## config.mk

```make
export PLATFORM = sky130hd
export DESIGN_NAME = pipeline_run_controller
export DESIGN_NICKNAME = d
export VERILOG_FILES = /design/src/rtl/pipeline_run_controller.sv
export SDC_FILE = /design/constraint.sdc
export NUM_CORES = 1
export LEC_CHECK = 0
export BUFFER_PORTS_ARGS = -buffer_cell sky130_fd_sc_hd__buf_2
export CAP_MARGIN = 20
export CORE_UTILIZATION = 53
export DETAILED_ROUTE_END_ITERATION = 8
export GPL_ROUTABILITY_DRIVEN = 0
export PLACE_DENSITY_LB_ADDON = 0.15
export RECOVER_POWER = 100
export SYNTH_ARGS = -nofsm -noshare
export SYNTH_HDL_FRONTEND = slang
export SYNTH_SLANG_ARGS = --single-unit
```

## constraint.sdc

```tcl
create_clock -name in_clk -period 4 [get_ports in_clk]
set_input_delay 0.4 -clock in_clk [delete_from_list [all_inputs] [get_ports in_clk]]
set_output_delay 0.4 -clock in_clk [all_outputs]
set_load 0.005 [all_outputs]
```

## src/rtl/pipeline_run_controller.sv

```systemverilog
// Run-control and hazard sequencer for the 8-bit-PC / 29-bit-instruction core.
// Gates PC/IR loads and register-file writes; handles RAW stalls, jump flushes and debug halt/step.
module pipeline_run_controller #(
    parameter int unsigned          ADDR_W      = 8,
    parameter int unsigned          OPCODE_W    = 5,
    parameter int unsigned          WB_LATENCY  = 1,
    parameter logic [OPCODE_W-1:0]  HALT_OPCODE = 5'h1F
) (
    input  logic                in_clk,
    input  logic                in_rst,
    input  logic [OPCODE_W-1:0] in_op_code,
    input  logic [ADDR_W-1:0]   in_dest_add,
    input  logic [ADDR_W-1:0]   in_src1_add,
    input  logic [ADDR_W-1:0]   in_src2_add,
    input  logic                in_src1_used,
    input  logic                in_src2_used,
    input  logic                in_wr_en,
    input  logic                in_jump,
    input  logic                in_dbg_halt,
    input  logic                in_dbg_step,
    input  logic                in_dbg_resume,
    output logic                out_pc_en,
    output logic                out_ir_en,
    output logic                out_ir_flush,
    output logic                out_wr_en_gated,
    output logic                out_stall,
    output logic                out_halted,
    output logic [15:0]         out_stall_count
);

    localparam int unsigned CNT_W = (WB_LATENCY > 0) ? $clog2(WB_LATENCY + 1) : 1;

    typedef enum logic [2:0] {
        S_FILL  = 3'd0,
        S_RUN   = 3'd1,
        S_FLUSH = 3'd2,
        S_HALT  = 3'd3,
        S_STEP  = 3'd4
    } state_t;

    state_t              state;
    state_t              state_nxt;
    logic [ADDR_W-1:0]   pend_add;
    logic [CNT_W-1:0]    pend_cnt;
    logic [15:0]         stall_count;
    logic                hazard_c;
    logic                halt_req_c;
    logic                issue_c;

    // RAW hazard against the single outstanding write; address 0 is not special
    always_comb begin
        hazard_c = (pend_cnt != '0) &&
                   ((in_src1_used && (in_src1_add == pend_add)) ||
                    (in_src2_used && (in_src2_add == pend_add)));
        halt_req_c = in_dbg_halt || (in_op_code == HALT_OPCODE);
    end

    // Next-state and Mealy output decode
    always_comb begin
        state_nxt       = state;
        issue_c         = 1'b0;
        out_pc_en       = 1'b0;
        out_ir_en       = 1'b0;
        out_ir_flush    = 1'b0;
        out_wr_en_gated = 1'b0;
        out_stall       = 1'b0;
        out_halted      = 1'b0;

        case (state)
            S_FILL: begin
                out_pc_en = 1'b1;
                out_ir_en = 1'b1;
                state_nxt = S_RUN;
            end
            S_RUN: begin
                if (halt_req_c) begin
                    state_nxt = S_HALT;
                end else if (hazard_c) begin
                    out_stall = 1'b1;
                end else begin
                    issue_c = 1'b1;
                    if (in_jump) state_nxt = S_FLUSH;
                end
            end
            S_FLUSH: begin
                out_pc_en    = 1'b1;
                out_ir_en    = 1'b1;
                out_ir_flush = 1'b1;
                state_nxt    = S_RUN;
            end
            S_HALT: begin
                out_halted = 1'b1;
                if (in_dbg_resume && !in_dbg_halt) state_nxt = S_RUN;
                else if (in_dbg_step)              state_nxt = S_STEP;
            end
            S_STEP: begin
                // One RUN cycle with halt conditions masked; a stalled step leaves the IR in place
                out_halted = 1'b1;
                if (hazard_c) begin
                    out_stall = 1'b1;
                    state_nxt = S_HALT;
                end else begin
                    issue_c   = 1'b1;
                    state_nxt = in_jump ? S_FLUSH : S_HALT;
                end
            end
            default: state_nxt = S_FILL;
        endcase

        if (issue_c) begin
            out_pc_en       = 1'b1;
            out_ir_en       = 1'b1;
            out_wr_en_gated = in_wr_en;
        end

        // Reset forces every output low immediately, even mid-cycle
        if (in_rst) begin
            issue_c         = 1'b0;
            out_pc_en       = 1'b0;
            out_ir_en       = 1'b0;
            out_ir_flush    = 1'b0;
            out_wr_en_gated = 1'b0;
            out_stall       = 1'b0;
            out_halted      = 1'b0;
        end
    end

    // State, scoreboard and stall counter
    always_ff @(posedge in_clk or posedge in_rst) begin
        if (in_rst) begin
            state       <= S_FILL;
            pend_add    <= '0;
            pend_cnt    <= '0;
            stall_count <= '0;
        end else begin
            state <= state_nxt;
            if (issue_c && in_wr_en) begin
                pend_add <= in_dest_add;
                pend_cnt <= CNT_W'(WB_LATENCY);
            end else if (pend_cnt != '0) begin
                pend_cnt <= pend_cnt - CNT_W'(1);
            end
            if (out_stall && (stall_count != 16'hFFFF)) begin
                stall_count <= stall_count + 16'd1;
            end
        end
    end

    assign out_stall_count = stall_count;

endmodule

```

==> flow_metrics.tcl, run 1 <==
set metrics [dict create \
    port_buffers 59 \
    die_h_um 57.5 \
    avgSynthCellArea_um2 10.7 \
    clock_latency_ns 0.32 \
    clkSinkCount 28 \
    antenna_cells 0 \
    synth_xor_area_share_pct 16.1 \
    cts_resized 0 \
    synth-compound-area-share_pct 6.14 \
    relSlewSlack_pct 25.9 \
    stdcell_count 243 \
    synth.most_common_cell "dfrtp_1" \
    synth_top_family_by_area "simple AND/OR/NAND/NOR gates" \
    endpoint_kind "primary output" \
    pin_count 60 \
    initialDrtViolationCount 56 \
    htreeDepth 1 \
    multi_input_area_um2 840 \
    cts_tree "yes" \
    critPathMaxFanout 19 \
    synth_edf_count 0 \
    critPathKind "reg2out" \
    ys_async_sr_fraction_pct 100 \
    grt_pass1_vias 1323 \
    synth_area_leaders "dfrtp_1 (43%), xnor2_1 (9.1%), xor2_1 (7.0%)" \
    row_count 19 \
    dp.cells 238 \
    dieArea_um2 3300 \
    clk_pin_slew_ns 0.15 \
    required_ns 3.60 \
    seq_area_um2 701 \
    skew_ns 0.0105 \
    period_share_pct 75.5 \
    routedWlPerCell_um 13.8 \
    hold_viol_final 0 \
    final_nets 252 \
    synthToLayoutAreaGrowth_pct 17.7 \
    yosys.area.top_type "dfrtp_1" \
    synth_fp_nets 192 \
    syn_area_um2 1630 \
    vdd_drop_max_mv 0.250 \
    avgViaCountPerCell 5.50 \
    max_freq_ghz 0.331 \
    setup_violations 0 \
    drc 3 \
    ys_ff_latch 28 \
    yosys.area_share.simple_pct 24.7 \
    finalCriticalPeriod_ns 3.02 \
    synth_cell_types 35 \
    cts_made_buffers 3 \
    powerDensity_nw_per_um2 413 \
    antenna_found_initial 0 \
    ys.flop_type "dfrtp_1" \
    drt-pass1-iter-count 6 \
    synthTopCellsByCount "dfrtp_1 (28), xnor2_1 (17), xor2_1 (13), nor2_1 (11)" \
    rsz0062_at_grt "false" \
    status "finished, violations left" \
    start_util_pct 57.6 \
    hp-class "in2async" \
    chipWidth_um 57.5 \
    synth_mux_area_share_pct 6.91 \
    start_kind "flop" \
    fillCellCount 231 \
    ys_seq_area_share_pct 43.0 \
    track_usage_pct 22.4 \
    synth_fa_ha_area_share_pct 0.767 \
    cts_setup_buffers 0 \
    hold_buffers 0 \
    maxCapViolCount 0 \
    drt_wl_total_um 3360 \
    vias 1336 \
    synth_top_area_share_pct 43.0 \
    gr-total-overflow 0 \
    drive_above_1_share_pct 34.0 \
    worst_pin_slew_ns 1.11 \
    crit_arrival_ns 2.62 \
    final_antenna_net_count 0 \
    coreArea_um2 2830 \
    dp_hpwl_um 2650 \
    violations "design-rule violations" \
    clockBufferDepth 2 \
    power.leakage_nw 0.975 \
    yosys_warnings 0 \
    grt_first_pass_wirelength_um 5640 \
    grt_max_degree 29 \
    clockRootBuffer "clkbuf_4" \
    postSynthCellCount 153 \
    setup_tns_ns 0 \
    drv_slew 0 \
    reg2reg_depth 6 \
]
worst paths after layout:
| path | slack, ns | startpoint | endpoint |
|---|---|---|---|
| setup / recovery | 0.98 | pend_add[4] | out_wr_en_gated |
| hold / removal | 0.07 | in_rst | state[0] |
| setup reg to reg | 1.42 | pend_add[4] | pend_add[4] |
| hold reg to reg | 0.50 | out_stall_count[11] | out_stall_count[11] |
| max in group asynchronous | 2.62 | in_rst | pend_add[5] |
| min in group in_clk | 0.31 | in_dest_add[5] | pend_add[5] |
cells by family (layout without fill, tap and decap cells):
| kind of cell | after synthesis | in the layout |
|---|---|---|
| and+or+nand+nor | 65 | 65 |
| buffers and inverters | 8 | 67 |
| adders and majority gates | 1 | 1 |
| AOI/OAI and AO/OA | 11 | 11 |
| muxes | 10 | 10 |
| xor gates and xnor gates | 30 | 30 |
| DFF | 28 | 28 |
cell usage in the layout, fill, tap and decap left out:
| cell type | count |
|---|---|
| xor2_1 | 13 |
| clkbuf_8 | 1 |
| inv_1 | 3 |
| a211oi_4 | 1 |
| mux2_2 | 10 |
| a211o_1 | 1 |
| nand3_1 | 12 |
| nand4b_1 | 1 |
| a22oi_1 | 1 |
| nand2b_1 | 2 |
| nor3_2 | 1 |
| o211a_1 | 1 |
| nor4b_1 | 1 |
| a31o_1 | 1 |
| dfrtp_1 | 28 |
| nand2_1 | 7 |
| nand4_1 | 8 |
| a21oi_1 | 1 |
| nand3b_1 | 3 |
| a31oi_1 | 1 |
| buf_2 | 54 |
| xnor2_1 | 17 |
| and3_1 | 4 |
| nor2b_1 | 1 |
| nor3_1 | 11 |
| o21ai_0 | 2 |
| nor2_1 | 11 |
| or4b_2 | 1 |
| a41oi_2 | 1 |
| clkbuf_4 | 3 |
| ha_1 | 1 |
| and2_0 | 1 |
| or3b_1 | 1 |
| a21o_1 | 1 |
| clkbuf_1 | 6 |
where the power goes:
| group | switching, mW | internal [mW] | total, mW |
|---|---|---|---|
| registers | 0.0779 | 0.336 | 0.414 |
| clock network | 0.0797 | 0.0557 | 0.135 |
| logic | 0.0970 | 0.147 | 0.244 |
| total | 0.255 | 0.538 | 0.793 |
cell type report:
type,count,area share [%]
sequential,28,36.5
multi-input combinational,117,43.7
clock buffer,4,1.89
inverter,3,0.587
tap,31,2.02
timing repair buffer,60,15.3
worst max-delay path, cell delays in order (launching register included):
cell     delay (ns)
dfrtp_1        0.47
xnor2_1        0.17
nand4_1        0.10
nor2_1         0.05
a41oi_2        0.71
nand3_1        0.55
inv_1          0.13
buf_2          0.12
stage by stage:
step | util, % | worst slack (ns) | area, um2 | total power [mW] | hold slack (ns)
4_1_cts | 69.7 | 1.11 | 1970 | 0.805 | 0.298
3_3_place_gp | 68.5 | 1.53 | 1940 | 0.651 | 0.477
3_5_place_dp | 68.5 | 1.43 | 1940 | 0.670 | 0.485
2_1_floorplan | - | 1.79 | 1630 | 0.603 | 0.465
5_1_grt | 67.8 | 0.683 | 1920 | 0.844 | 0.108
6_report | 67.8 | 0.981 | 1920 | 0.793 | 0.0690
state kept, by name, indices dropped and copies added, names as in the netlist:
signal,flops
state,3
pend_cnt,1
pend_add,8
out_stall_count,16
per-layer routing:
layer	global-route usage, %	vias to the layer above	part of all wire [%]
met4	8.01	0	1.7
met5	0	-	0
met2	39.7	50	49
met3	4.54	8	5.4
met1	26.7	623	44
li1	-	655	-
(Power assumes the default switching activity.)
==> run 2, diff against run 1 <==
- CORE_UTILIZATION: 53 -> 49
- clock period: 4 -> 2.9 ns (I/O delays scaled with it)
==> run 2 against run 1 <==
  * The flow now finishes without violations
  * Worst setup slack lost 0.65 ns
  * Cell area grew 2.9%
  * Count of clock-buffer cells in the layout shrank 1
  * Critical endpoint unchanged
  * Largest power group unchanged
  * Highest routed layer unchanged
==> flow_metrics.tcl, run 2 (synthesis gave the netlist of run 1 again) <==
set metrics [dict create \
    cts_made_buffers 3 \
    cts_setup_buffers 0 \
    path_depth 6 \
    reg2reg_depth 7 \
    grt_use_met3_pct 2.60 \
    p_sw_uw 361 \
    path_buf_inv 2 \
    required_ns 2.61 \
    setup_violations 0 \
    track_usage_pct 21.1 \
    start_util_pct 52.5 \
    port_buffers 59 \
    use_met1_pct 29.1 \
    rsz0062_at_grt "false" \
    pwr-share-seq_pct 48.3 \
    clockBufferDepth 2 \
    worst_pin_slew_ns 1.28 \
    initialDrtViolationCount 49 \
    cts_resized 0 \
    antenna_found_initial 0 \
    endpoint_kind "primary output" \
    critPathMaxFanout 10 \
    hold_depth 2 \
    p_comb_share_pct 29.0 \
    routedWlPerCell_um 13.3 \
    clk_pin_slew_ns 0.17 \
    hold_buffers 0 \
    status "completed" \
    fin_total_pwr_mw 1.17 \
    p_clk_share_pct 22.7 \
    grt_pass1_vias 1291 \
    path_cells "or3b_1 -> a31o_1 -> a211oi_4 -> nand3_4 -> inv_1 -> clkbuf_1" \
    die_h_um 59.7 \
    mostFrequentLayoutCells "buf_2 (50), dfrtp_1 (28), xnor2_1 (17), xor2_1 (13), nor3_1 (12)" \
    avgViaCountPerCell 5.24 \
    slowest_stage "dfrtp_1" \
    max_freq_ghz 0.390 \
    drc 0 \
    setup_ws_ns 0.333 \
    relSlewSlack_pct 14.6 \
    use_met2_pct 34.4 \
    r2r_setup_slack_ns 0.51 \
    grt_max_degree 29 \
    cts_tree "yes" \
    clockRootBuffer "clkbuf_4" \
    top_usage_layer "met2" \
    maxCapViolCount 0 \
    dp_hpwl_um 2640 \
    chipWidth_um 59.7 \
    switching_share_pct 30.9 \
    antenna_cells 0 \
    hp-class "in2reg" \
    dieArea_um2 3560 \
    power.leakage_nw 0.976 \
    setup_tns_ns 0 \
    drt-pass1-iter-count 4 \
    start_kind "flop" \
    dpl_worst_slack_ns 0.568 \
    crit_family "compound AO/OA/AOI/OAI gates" \
    htreeDepth 1 \
    coreArea_um2 3100 \
    period_share_pct 88.5 \
    vdd_drop_max_mv 0.358 \
    crit_arrival_ns 2.28 \
    worst_path_largest_cell_delay_ns 0.49 \
    hold_slack_ns 0.163 \
    clkSinkCount 28 \
    gr-total-overflow 0 \
    powerDensity_nw_per_um2 590 \
    finalCriticalPeriod_ns 2.57 \
    fillCellCount 285 \
    skew_ns 0.0158 \
    drive_above_1_share_pct 32.1 \
    row_count 20 \
    final_common_cell "buf_2" \
    pin_count 60 \
    critPathKind "reg2out" \
    grt_first_pass_wirelength_um 5660 \
    p_int_uw 806 \
    drt_wl_total_um 3440 \
    final_antenna_net_count 0 \
    synthToLayoutAreaGrowth_pct 21.2 \
    clock_latency_ns 0.34 \
    vias 1356 \
    final_nets 255 \
    hold_viol_final 0 \
    drv_slew 0 \
    largest_reg_flops 16 \
]
## run 2: changes by cell type in the layout (fill, tap and decap cells not counted), sizes merged
cell and change:
dlygate4sd3 +1, buf -3, bufinv +1, clkbuf +4
## run 2: through the flow
step                      instances  instance area, um2  utilization (%)
after CTS                       257                2020             65.1
after global routing            259                1980             63.7
after floorplan                 153                1630                -
after detailed placement        253                1970             63.4
final                           259                1980             63.7
after global placement          253                1970             63.4
## run 2: final cells by class
class / instances / area (um2) / area share (%)
multi-input combinational: 117 / 847 / 42.9
sequential: 28 / 701 / 35.5
timing repair buffer: 63 / 309 / 15.6
tap: 44 / 55.1 / 2.79
clock inverter: 1 / 30.0 / 1.52
clock buffer: 3 / 22.5 / 1.14
inverter: 3 / 11.3 / 0.570
## run 2: final timing paths
path,start,end
max in group asynchronous,in_rst,pend_add[4]
min in group asynchronous,in_rst,state[0]
hold / removal,in_dest_add[7],pend_add[7]
hold reg to reg,out_stall_count[2],out_stall_count[2]
setup / recovery,state[2],out_wr_en_gated
setup reg to reg,out_stall_count[0],out_stall_count[15]
## run 2: routing by layer
metal  vias up  wire (um)
met4         0         50
li1        666          -
met1       633       1620
met3         5        201
met2        52       1570
met5         -          0
## run 2: power groups by stage
stage / clock, mW / sequential [mW] / combinational, mW
after global routing: 0.278 / 0.578 / 0.380
after detailed placement: 0 / 0.572 / 0.343
final: 0.264 / 0.564 / 0.338
after floorplan: 0 / 0.528 / 0.304
after CTS: 0.265 / 0.564 / 0.346
after global placement: 0 / 0.564 / 0.335
